===== src/rtl/psec5_spi_pkg.sv =====
// -----------------------------------------------------------------------------
// psec5_spi_pkg
// Shared definitions for the SPI configuration master: FSM state encoding,
// frame geometry, the queued command record and the slave register map.
// -----------------------------------------------------------------------------
package psec5_spi_pkg;

    typedef enum logic [1:0] {
        IDLE,
        SHIFT_LO,
        SHIFT_HI,
        GAP
    } spi_state_t;

    localparam int FRAME_BITS = 16;

    // Slave register map
    localparam logic [7:0] ADDR_TRIG_MASK = 8'd1;
    localparam logic [7:0] ADDR_INSTR     = 8'd2;
    localparam logic [7:0] ADDR_MODE      = 8'd3;

    // One queued write; the packed layout puts addr in the low byte so that
    // shifting the whole record right sends address first, LSB first.
    typedef struct packed {
        logic [7:0] data;
        logic [7:0] addr;
    } spi_cmd_t;

endpackage


===== src/rtl/spi_cmd_fifo.sv =====
// -----------------------------------------------------------------------------
// spi_cmd_fifo
// Synchronous command queue for the SPI configuration master.
//   iclk, rstn  : clock, asynchronous active-low reset
//   flush       : synchronous clear; any coincident push/pop is dropped
//   push, pop   : requests; push ignored when full, pop ignored when empty
//   wr_data     : command to enqueue
//   rd_data     : command at the head (valid while !empty)
//   full, empty : queue status
//   level       : number of stored entries (0..DEPTH)
// DEPTH must be a power of two so the pointers wrap naturally.
// -----------------------------------------------------------------------------
module spi_cmd_fifo
    import psec5_spi_pkg::*;
#(
    parameter int DEPTH = 4
) (
    input  logic                   iclk,
    input  logic                   rstn,
    input  logic                   flush,
    input  logic                   push,
    input  logic                   pop,
    input  spi_cmd_t               wr_data,
    output spi_cmd_t               rd_data,
    output logic                   full,
    output logic                   empty,
    output logic [$clog2(DEPTH):0] level
);

    localparam int          AW         = $clog2(DEPTH);
    localparam logic [AW:0] FULL_LEVEL = (AW + 1)'(DEPTH);

    spi_cmd_t      mem [DEPTH];
    logic [AW-1:0] wr_ptr;
    logic [AW-1:0] rd_ptr;
    logic          do_push;
    logic          do_pop;

    assign full    = (level == FULL_LEVEL);
    assign empty   = (level == '0);
    assign do_push = push && !full  && !flush;
    assign do_pop  = pop  && !empty && !flush;
    assign rd_data = mem[rd_ptr];

    // NOTE: state registers use non-blocking assignments so every flop in the
    // block samples the pre-edge values, independent of statement order.
    always_ff @(posedge iclk or negedge rstn) begin
        if (!rstn) begin
            wr_ptr <= '0;
            rd_ptr <= '0;
            level  <= '0;
        end else if (flush) begin
            wr_ptr <= '0;
            rd_ptr <= '0;
            level  <= '0;
        end else begin
            if (do_push) wr_ptr <= wr_ptr + AW'(1);
            if (do_pop)  rd_ptr <= rd_ptr + AW'(1);
            case ({do_push, do_pop})
                2'b10:   level <= level + (AW + 1)'(1);
                2'b01:   level <= level - (AW + 1)'(1);
                default: ;
            endcase
        end
    end

    // NOTE: the storage array has no reset; emptiness is tracked by the
    // pointers and level, so stale entries are never observed.
    always_ff @(posedge iclk) begin
        if (do_push) mem[wr_ptr] <= wr_data;
    end

endmodule


===== src/rtl/spi_cfg_master.sv =====
// -----------------------------------------------------------------------------
// spi_cfg_master
// Queues register writes and shifts each one out as a 16-bit SPI frame
// (address byte then data byte, each LSB first; slave samples on sclk rise).
//   iclk, rstn  : clock, asynchronous active-low reset
//   cmd_valid   : command offered; accepted when cmd_ready is high
//   cmd_addr    : target register address
//   cmd_data    : register write data
//   cmd_ready   : queue not full
//   flush       : empty the queue and abort the frame in flight
//   sclk_out    : serial clock, idles low
//   serial_out  : serial data, changes only while sclk_out is low
//   busy        : frame in progress / gap pending, or queue non-empty
//   done        : one-cycle pulse per completed frame
//   fifo_level  : number of queued commands
// -----------------------------------------------------------------------------
module spi_cfg_master
    import psec5_spi_pkg::*;
#(
    parameter int CLK_DIV    = 2,
    parameter int GAP_CYCLES = 2,
    parameter int FIFO_DEPTH = 4
) (
    input  logic                        iclk,
    input  logic                        rstn,
    input  logic                        cmd_valid,
    input  logic [7:0]                  cmd_addr,
    input  logic [7:0]                  cmd_data,
    output logic                        cmd_ready,
    input  logic                        flush,
    output logic                        sclk_out,
    output logic                        serial_out,
    output logic                        busy,
    output logic                        done,
    output logic [$clog2(FIFO_DEPTH):0] fifo_level
);

    localparam logic [3:0] DIV_LAST = 4'(CLK_DIV - 1);
    localparam logic [3:0] GAP_LAST = 4'(GAP_CYCLES - 1);
    localparam logic [3:0] BIT_LAST = 4'(FRAME_BITS - 1);

    spi_state_t             state;
    logic [3:0]             div_cnt;    // cycles spent in the current phase
    logic [3:0]             bit_cnt;    // index of the bit on the wire
    logic [FRAME_BITS-1:0]  shreg;
    spi_cmd_t               head;
    logic                   fifo_full;
    logic                   fifo_empty;
    logic                   pop;

    // Flush wins over a pop so an aborted queue is never partly consumed.
    assign pop       = (state == IDLE) && !fifo_empty && !flush;
    assign cmd_ready = !fifo_full;
    assign busy      = (state != IDLE) || !fifo_empty;

    spi_cmd_fifo #(
        .DEPTH   (FIFO_DEPTH)
    ) u_fifo (
        .iclk    (iclk),
        .rstn    (rstn),
        .flush   (flush),
        .push    (cmd_valid),
        .pop     (pop),
        .wr_data ({cmd_data, cmd_addr}),
        .rd_data (head),
        .full    (fifo_full),
        .empty   (fifo_empty),
        .level   (fifo_level)
    );

    always_ff @(posedge iclk or negedge rstn) begin
        if (!rstn) begin
            state      <= IDLE;
            div_cnt    <= '0;
            bit_cnt    <= '0;
            shreg      <= '0;
            sclk_out   <= 1'b0;
            serial_out <= 1'b0;
            done       <= 1'b0;
        end else begin
            done <= 1'b0;
            if (flush) begin
                // Abort: drop to GAP with the line quiet and no done pulse.
                state      <= GAP;
                div_cnt    <= '0;
                bit_cnt    <= '0;
                sclk_out   <= 1'b0;
                serial_out <= 1'b0;
            end else begin
                case (state)
                    IDLE: begin
                        if (!fifo_empty) begin
                            shreg      <= head;
                            serial_out <= head.addr[0];
                            bit_cnt    <= '0;
                            div_cnt    <= '0;
                            state      <= SHIFT_LO;
                        end
                    end
                    SHIFT_LO: begin
                        if (div_cnt == DIV_LAST) begin
                            div_cnt  <= '0;
                            sclk_out <= 1'b1;
                            state    <= SHIFT_HI;
                        end else begin
                            div_cnt <= div_cnt + 4'd1;
                        end
                    end
                    SHIFT_HI: begin
                        if (div_cnt == DIV_LAST) begin
                            div_cnt  <= '0;
                            sclk_out <= 1'b0;
                            if (bit_cnt == BIT_LAST) begin
                                serial_out <= 1'b0;
                                done       <= 1'b1;
                                state      <= GAP;
                            end else begin
                                // Next bit is presented on the falling edge so
                                // it is stable for the following rise.
                                bit_cnt    <= bit_cnt + 4'd1;
                                shreg      <= shreg >> 1;
                                serial_out <= shreg[1];
                                state      <= SHIFT_LO;
                            end
                        end else begin
                            div_cnt <= div_cnt + 4'd1;
                        end
                    end
                    GAP: begin
                        if (div_cnt == GAP_LAST) begin
                            div_cnt <= '0;
                            state   <= IDLE;
                        end else begin
                            div_cnt <= div_cnt + 4'd1;
                        end
                    end
                    default: state <= IDLE;
                endcase
            end
        end
    end

endmodule

===== config.mk =====
export PLATFORM = sky130hd
export DESIGN_NAME = spi_cfg_master
export DESIGN_NICKNAME = d
export VERILOG_FILES = /design/src/rtl/psec5_spi_pkg.sv /design/src/rtl/spi_cmd_fifo.sv /design/src/rtl/spi_cfg_master.sv
export SDC_FILE = /design/constraint.sdc
export NUM_CORES = 1
export LEC_CHECK = 0
export CORE_ASPECT_RATIO = 0.9
export CORE_UTILIZATION = 30
export DETAILED_ROUTE_END_ITERATION = 7
export PLACE_DENSITY = 0.6
export RECOVER_POWER = 25
export SLEW_MARGIN = 20
export SYNTH_ARGS = -nofsm -noshare
export SYNTH_HDL_FRONTEND = slang
export SYNTH_SLANG_ARGS = --single-unit

===== constraint.sdc =====
create_clock -name iclk -period 2 [get_ports iclk]
set_clock_uncertainty 0.05 [all_clocks]
set_input_delay 0.2 -clock iclk [delete_from_list [all_inputs] [get_ports iclk]]
set_output_delay 0.2 -clock iclk [all_outputs]
set_load 0.05 [all_outputs]

=== After elaboration in Yosys (flattened, before gate mapping) ===
Memories as Yosys holds them, arrays and structs flattened.
Cells that the tools add are included.

* Register bits: 36
* Bits in writable memories: 64
* Input port bits: 20
* Word-level logic and storage cells: 99
* Memories kept: 1

* $add $sub $neg: 6
* Eq/ne operators: 16
* Multiplexer cells: 40
* Bitwise operators: 1
* Reductions and logical operators: 25

{| class="wikitable"
|+ Memories
! name !! depth !! width !! read ports !! clocked after memory_dff !! wr ports !! line !! RTL
|-
| u_fifo.mem || 4 || 16 || 1 || 0 || 1 || spi_cmd_fifo.sv:33 || <nowiki>spi_cmd_t mem [DEPTH];</nowiki>
|}

{| class="wikitable"
|+ Operator list
! operator !! count
|-
| $mux W16 || 3
|-
| $pmux W16 S2 || 1
|-
| $mux W4 || 6
|-
| $mux W2 || 10
|-
| $pmux W4 S2 || 2
|-
| $ne A3 B3 Y1 const B || 5
|-
| $mux W1 || 13
|-
| $reduce_bool A3 Y1 || 3
|-
| $add A4 B1 Y4 const B || 2
|-
| $pmux W2 S4 || 1
|-
| $reduce_and A4 Y1 || 2
|-
| $reduce_bool A2 Y1 || 4
|-
| $eq A2 B2 Y1 const B || 3
|-
| $logic_and A1 B1 Y1 || 6
|-
| $ne A2 B2 Y1 const B || 3
|-
| $pmux W3 S2 || 1
|-
| $reduce_and A3 Y1 || 2
|-
| $reduce_and A5 Y1 || 1
|-
| $add A2 B1 Y2 const B || 2
|-
| $eq A2 B1 Y1 const B || 2
|-
| $eq A4 B1 Y1 const B || 1
|-
| $eq A4 B4 Y1 const B || 1
|-
| $pmux W1 S2 || 2
|-
| $add A3 B1 Y3 const B || 1
|-
| 9 further kinds || 11
|}

=== Logic depth before layout (Yosys ltp) ===
Gate-level depths: netlist of run 1.

* Word-level depth: 9
* Gate-level depth with buffers: 9
* Gate-level depth less buffers: 8

=== Hierarchy ===
From an unflattened synthesis of run 1, not the netlist that was laid out.

* Cells, all modules: 299
* Area, all modules: 4,448.0 um2

{| class="wikitable"
|+ By module, submodules not included
! module !! times used !! cells an instance !! area an instance (um2)
|-
| spi_cmd_fifo || 1 || 149 || 2,916.5
|-
| spi_cfg_master || 1 || 150 || 1,531.5
|}

=== Worst setup path after synthesis of run 1 ===
Ideal clock, no wire load.

* Kind: register to register
* Start: register u_fifo.level[2]
* End: register u_fifo.level[2]
* Setup time: 133 ps
* Arrival: 2,235 ps
* Required time: 1,817 ps
* Slack: -417 ps
* Stages on the path, launching flop included: 10
* Path buffers: 1
* Period minus slack after synthesis: 2,417 ps
* Path through: dfrtp_1 -> or3b_1 -> buf_6 -> nand2_2 -> nand2_1 -> nor2_1 -> fa_1 -> o2111a_1 -> o21ai_0 -> nor3b_2

{| class="wikitable"
|+ RTL lines
! item !! line !! RTL
|-
| start: declaration || spi_cmd_fifo.sv:27 || <nowiki>output logic [$clog2(DEPTH):0] level</nowiki>
|-
| start signal: assignment || spi_cmd_fifo.sv:60 || <nowiki>2'b10: level <= level + (AW + 1)'(1);</nowiki>
|-
| start signal: assignment || spi_cmd_fifo.sv:61 || <nowiki>2'b01: level <= level - (AW + 1)'(1);</nowiki>
|-
| $eq A3 B3 Y1 * || spi_cmd_fifo.sv:39 || <nowiki>assign full = (level == FULL_LEVEL);</nowiki>
|-
| $logic_not A1 Y1 * || - ||
|-
| via cmd_ready || spi_cfg_master.sv:29 || <nowiki>output logic cmd_ready,</nowiki>
|-
| $logic_and A1 B1 Y1 * (2 in a row) || spi_cmd_fifo.sv:41 || <nowiki>assign do_push = push && !full && !flush;</nowiki>
|-
| $eq A2 B1 Y1 or $eq A2 B2 Y1 (tied branches) || spi_cmd_fifo.sv:59 || <nowiki>case ({do_push, do_pop})</nowiki>
|-
| $pmux W3 S2 || spi_cmd_fifo.sv:59 ||
|-
| $mux W3 || spi_cmd_fifo.sv:52 || <nowiki>end else if (flush) begin</nowiki>
|}

The timed path passes the listed nets; every way through them passes the cells marked *.
A chain may end at the register's enable or synchronous reset.

=== Worst setup path in the final report of run 1 ===
* Start: register u_fifo.level[0]
* End: output port fifo_level[0]

{| class="wikitable"
|+ RTL lines
! item !! line !! RTL
|-
| end: declaration || spi_cfg_master.sv:35 || <nowiki>output logic [$clog2(FIFO_DEPTH):0] fifo_level</nowiki>
|}

No word-level cell between the ends.

==> impl_metrics.ini, run 1 <==
[clock_tree]
cts_sinks = 99
ctsHtreeMaxLevel = 3
clk_latency_ns = 0.34
cts_root_buf = clkbuf_16
cts_hold_buf = 0
clk_pin_slew_ns = 0.06
clockBufferDepth = 2
cts_buffers = 9
cts_tree = yes

[timing]
finalCritPeriodShare_pct = 97.6
max_freq_mhz = 512
finalHoldViolCount = 0
tns_ns = 0
worst_pin_slew_ns = 0.493
setup_viol = 0
slew_headroom_pct = 67.0
min_period_ns = 1.95
drv_slew = 0
rsz0062_at_grt = true

[flow_run]
maxCapViolations = 0

[synthesis]
synthArstFlopShare_pct = 35.4
synth_top_area_cell = edfxtp_1
yosysSeqAreaShare_pct = 65.7
synthFlopType = edfxtp_1
synthAdderAreaFrac_pct = 2.53
synth_top_family_by_area = multiplexers
synthSimpleGateAreaFrac_pct = 7.67
syn-num-nets = 302
yosys-mux-area-fraction_pct = 12.5
synthTopCellsByArea = edfxtp_1, dfrtp_1, mux4_2, mux2i_1, o21ai_0
ys_warn_count = 0
synth-compound-area-share_pct = 8.41
syn_area_per_cell_sq_um = 15.5
synthDistinctLibCells = 48
syn_area_sq_mm = 0.00426
synth_cells = 274
yosysTopAreaCellShare_pct = 45.2
synth-edff-count = 64
synth.most_common_cell = edfxtp_1
synthXorXnorAreaFrac_pct = 1.21
synth_common_cells = edfxtp_1, dfrtp_1, o21ai_0, mux2i_1, mux4_2
ys_seq_elements = 99

[global_route]
antenna_found_initial = 0
grt_max_degree = 36
grt_pass1_wl_um = 13800
grtUsageTotal_pct = 12.7
overflow = 0
grt_pass1_vias = 2515

[placement]
placed_cell_area_sq_mm = 0.00500
place_congestion = 0.761
numPortBuffers = 27
place_hpwl_um = 5250

[final_layout]
layout-drive-gt1-share_pct = 25.1
layout.nets = 354
fin_area_sq_mm = 0.00534
syn2layout_area_growth_pct = 25.4
nFillCells = 1294
antennaDiodeCount = 0

[routing]
drc = 0
dr.pass1.iters = 4
drt-initial-drc-count = 149
drt-met1-wl_um = 3920
final_antenna_net_count = 0
wl_um = 8250
route.vias.total = 2429
maxUsedRoutingLayer = met4
routed-wl-met3_um = 368
wl_met2_um = 3860
wire_per_inst_um = 15.9
viasPerCell = 4.67

[power]
p_clk_share_pct = 35.4
p_int_mw = 3.97
combinationalPowerShare_pct = 17.6
power_mw = 5.32
powerDensity_mw_per_mm2 = 997
seq_power_share_pct = 47.0
swShare_pct = 25.4
irDropWorstVdd_uv = 505
p_switching_mw = 1.35
leakagePower_nw = 2.00

[critical_path]
arrival_ns = 1.70
end_kind = output port
required_ns = 1.75
critical_path_class = reg2out
start_kind = flip-flop
path_max_fanout = 5

[die]
dieWidth_um = 128
die_y_um = 115
rows = 40
initial_core_util_pct = 31.3
core_area_sq_mm = 0.0136
io_pins = 28
die_area_sq_mm = 0.0147

[outcome]
outcome = finished, final reports clean

[hold_path]
hp-class = in2async
==> stage by stage <==
| step | hold WS [ns] | worst slack (ns) | util (%) | cells |
|---|---|---|---|---|
| 6_report | 0.234 | 0.0476 | 39.2 | 520 |
| 5_1_grt | 0.270 | -0.0879 | 39.2 | 520 |
| 4_1_cts | 0.241 | 0.0307 | 39.1 | 519 |
| 3_5_place_dp | 0.449 | 0.0317 | 36.7 | 503 |
| 3_3_place_gp | 0.439 | 0.0887 | 36.7 | 503 |
| 2_1_floorplan | -0.146 | -0.228 | - | 274 |
==> logic make-up (layout without fill, tap and decap cells) <==
logic type	after synthesis	in the layout
AO/OA/AOI/OAI	57	57
adder cells (fa/ha/maj)	8	8
buffers and inverters	16	73
XOR/XNOR	5	5
AND/OR/NAND/NOR	56	56
flip-flops	99	99
multiplexers	33	33
==> final cells by class <==
class                   count  area, sq um  share of cell area, %
clock buffers              12          246                   4.62
clock inverters             4         80.1                   1.50
inverters                   3         11.3                  0.211
multi-input cells         159         1400                   26.3
flip-flops and latches     99         2800                   52.5
well taps                 189          236                   4.43
repair buffers             54          556                   10.4
==> final timing paths <==
check / startpoint / end / slack (ns) / cells after the start
worst min-delay path: rstn / u_fifo.wr_ptr[0]$_DFFE_PN0P_ / 0.23 / 2
max in group asynchronous: rstn / u_fifo.level[2]$_DFFE_PN0P_ / 1.32 / 2
min in group iclk: cmd_data[6] / u_fifo.mem[2][14]$_DFFE_PP_ / 0.45 / 1
worst max register to register: u_fifo.level[1]$_DFFE_PN0P_ / u_fifo.level[2]$_DFFE_PN0P_ / 0.06 / 9
worst max-delay path: u_fifo.level[0]$_DFFE_PN0P_ / fifo_level[0] / 0.05 / 2
worst min register to register: shreg[4]$_DFFE_PN0P_ / shreg[4]$_DFFE_PN0P_ / 0.46 / 2
==> layout by cell type (no fill, tap or decap), drive strengths merged, types with 2 or more instances in the layout <==
master and count:
a211o 2, a21o 3, a21oi 5, and2 4, buf 29, bufinv 2, clkbuf 12, clkdlybuf4s50 12
dfrtp 35, dlygate4sd3 13, edfxtp 64, ha 7, inv 5, mux2i 16, mux4 16, nand2 10
nand2b 4, nand3 5, nor2 11, nor3 6, nor3b 2, nor4 3, o21ai 41, or3 2
or3b 2, xnor2 3, xor2 2
==> metal layers <==
layer	vias to the layer above	GRT usage, %
met3	11	3.91
met5	-	0
met4	0	4.29
met2	49	19.4
met1	1216	17.2
li1	1153	-
==> critical path, stage by stage, from the launching register on <==
cell             delay (ns)
dfrtp_2                0.42
buf_4                  0.15
clkdlybuf4s50_1        0.79
==> what timing repair did <==
action	in CTS	in global routing
endpoints found under the setup margin	0	17
buffers inserted	0	1
resized for setup	0	2
==> flip-flops by register name, indices dropped and copies added, names as in the netlist <==
name / flops
u_fifo.rd_ptr: 2
serial_out: 1
state: 2
u_fifo.wr_ptr: 2
sclk_out: 1
u_fifo.level: 3
u_fifo.mem: 64
shreg: 15
div_cnt: 4
done: 1
bit_cnt: 4
==> power groups by stage <==
stage	clock [mW]	combinational (mW)	sequential, mW
final	1.88	0.937	2.50
after global routing	2.00	1.05	2.53
after CTS	1.93	0.949	2.50
after detailed placement	0	0.943	2.54
after global placement	0	0.922	2.53
after floorplan	0	0.566	2.56
Power figures use the tool's default switching activity.
==> run 2: changes to the inputs <==
Settings changed: PLACE_DENSITY 0.6 to unset, PLACE_DENSITY_LB_ADDON set to 0.05, SLEW_MARGIN 20 to unset.
==> impl_metrics.ini, run 2 (synthesized netlist as in run 1, its figures left out) <==
[final_layout]
syn2layout_area_growth_pct = 24.7
top_regs = u_fifo.mem x64, shreg x15
largest_reg_flops = 64
fin_util_pct = 39.0
layout-drive-gt1-share_pct = 26.3
final_cell_count_no_fill = 524
antennaDiodeCount = 0
final_cell_mix = edfxtp_1, dfrtp_1, o21ai_0
layout.nets = 358
layout.cells.most_common = edfxtp_1
largest_register = u_fifo.mem

[clock_tree]
cts_root_buf = clkbuf_16
clk_pin_slew_ns = 0.07
cts_sinks = 99
cts_tree = yes
ctsHtreeMaxLevel = 3
clk_latency_ns = 0.35
cts_buffers = 9
clockBufferDepth = 2

[power]
leakagePower_nw = 1.98
combinationalPowerShare_pct = 18.4
swShare_pct = 28.0
seq_power_share_pct = 48.7
p_int_mw = 3.69
p_switching_mw = 1.43
irDropWorstVdd_uv = 577
p_clk_share_pct = 33.0
powerDensity_mw_per_mm2 = 966

[global_route]
grtUsageMet2_pct = 21.7
grtUsageMet3_pct = 3.58
grt-busiest-layer = met2
grt_pass1_vias = 2570
grtUsageTotal_pct = 13.6
grt_max_degree = 25
grt_pass1_wl_um = 14400
antenna_found_initial = 0
grt_util_met1_pct = 17.7
overflow = 0

[routing]
drc = 0
wire_per_inst_um = 16.9
drt-initial-drc-count = 168
route.vias.total = 2438
viasPerCell = 4.65
dr.pass1.iters = 4
wl_um = 8850
final_antenna_net_count = 0

[placement]
place_congestion = 0.748
numPortBuffers = 27
place_hpwl_um = 5640
place_inst = 506
post-place-ws_ns = 0.0440

[die]
die_area_sq_mm = 0.0147
dieWidth_um = 128
rows = 40
core_area_sq_mm = 0.0136
io_pins = 28
die_y_um = 115
initial_core_util_pct = 31.3

[timing]
finalHoldViolCount = 0
tns_ns = 0
hold_ws_ns = 0.248
fin_ws_ns = 0.0662
finalCritPeriodShare_pct = 96.7
worst_pin_slew_ns = 0.494
setup_viol = 0
drv_slew = 0
max_freq_mhz = 517
min_period_ns = 1.93
rsz0062_at_grt = true
slew_headroom_pct = 67.0

[critical_path]
r2r-end = u_fifo.level[2]$_DFFE_PN0P_
required_ns = 2.18
reg2reg_from = u_fifo.level[1]$_DFFE_PN0P_
ff2ff_setup_slack_ns = 0.07
arrival_ns = 2.12
start_kind = flip-flop
crit_start = u_fifo.level[1]$_DFFE_PN0P_
worst_r2r_path_depth = 9
end_kind = flip-flop
crit_path_end = u_fifo.level[2]$_DFFE_PN0P_
critical_path_class = reg2reg
path_max_fanout = 3

[flow_run]
maxCapViolations = 0

[outcome]
outcome = finished, final reports clean

[hold_path]
hp-class = in2async
## run 2: cell types whose count changed in the layout (fill, tap and decap cells not counted), sizes merged, moves of 2 or more
cell,before,now
inv,5,7
buf,29,33
bufinv,2,0
clkbuf,12,10
## run 2: worst min-delay path by stage
stage,slack (ns),end,cells past startpoint,from
2_1_floorplan,-0.15,bit_cnt[0]$_DFFE_PN0P_,0,rstn
3_3_place_gp,0.09,u_fifo.level[0]$_DFFE_PN0P_,1,rstn
3_5_place_dp,0.09,u_fifo.level[0]$_DFFE_PN0P_,1,rstn
4_1_cts,0.25,u_fifo.level[0]$_DFFE_PN0P_,2,rstn
5_1_grt,0.27,u_fifo.level[0]$_DFFE_PN0P_,2,rstn
6_report,0.25,u_fifo.wr_ptr[0]$_DFFE_PN0P_,2,rstn
## run 2: power by group through the flow
stage | clock network, mW | logic [mW] | registers, mW
3_5_place_dp | 0 | 0.950 | 2.54
5_1_grt | 1.82 | 1.05 | 2.52
3_3_place_gp | 0 | 0.948 | 2.53
2_1_floorplan | 0 | 0.566 | 2.56
4_1_cts | 1.75 | 0.953 | 2.50
6_report | 1.69 | 0.941 | 2.49
## run 2: cell type report
| cell class | count | area (sq um) |
|---|---|---|
| Inverter | 3 | 11.3 |
| Multi-Input combinational cell | 159 | 1400 |
| Clock buffer | 10 | 229 |
| Clock inverter | 6 | 53.8 |
| Timing Repair Buffer | 58 | 571 |
| Tap cell | 189 | 236 |
| Sequential cell | 99 | 2800 |
| Fill cell | 1331 | 8310 |
## run 2: critical path, cell delays in order, from the launching register on
cell	delay, ns
dfrtp_2	0.42
buf_4	0.15
nor3_4	0.18
nor2_2	0.06
nand2_2	0.07
nor2_2	0.04
fa_2	0.38
a2111oi_4	0.22
o21ai_1	0.10
nor3b_2	0.15
## run 2: what timing repair did
action	CTS	global route
hold endpoints to repair	12	0
buffers inserted	0	1
gates resized for setup	0	2
hold buffers	1	0
setup endpoints to repair	0	4
## run 2: per-layer routing
metal / wire length, um / vias up
met1: 4200 / 1231
met2: 4230 / 32
met4: 144 / 0
met3: 266 / 12
li1: - / 1163
met5: 0 / -
## run 2: per-stage QoR
stage	power, mW	area (sq um)
final	5.13	5310
after global routing	5.40	5310
after CTS	5.20	5290
after detailed placement	3.49	5000
after global placement	3.48	5000
after floorplan	3.12	4280
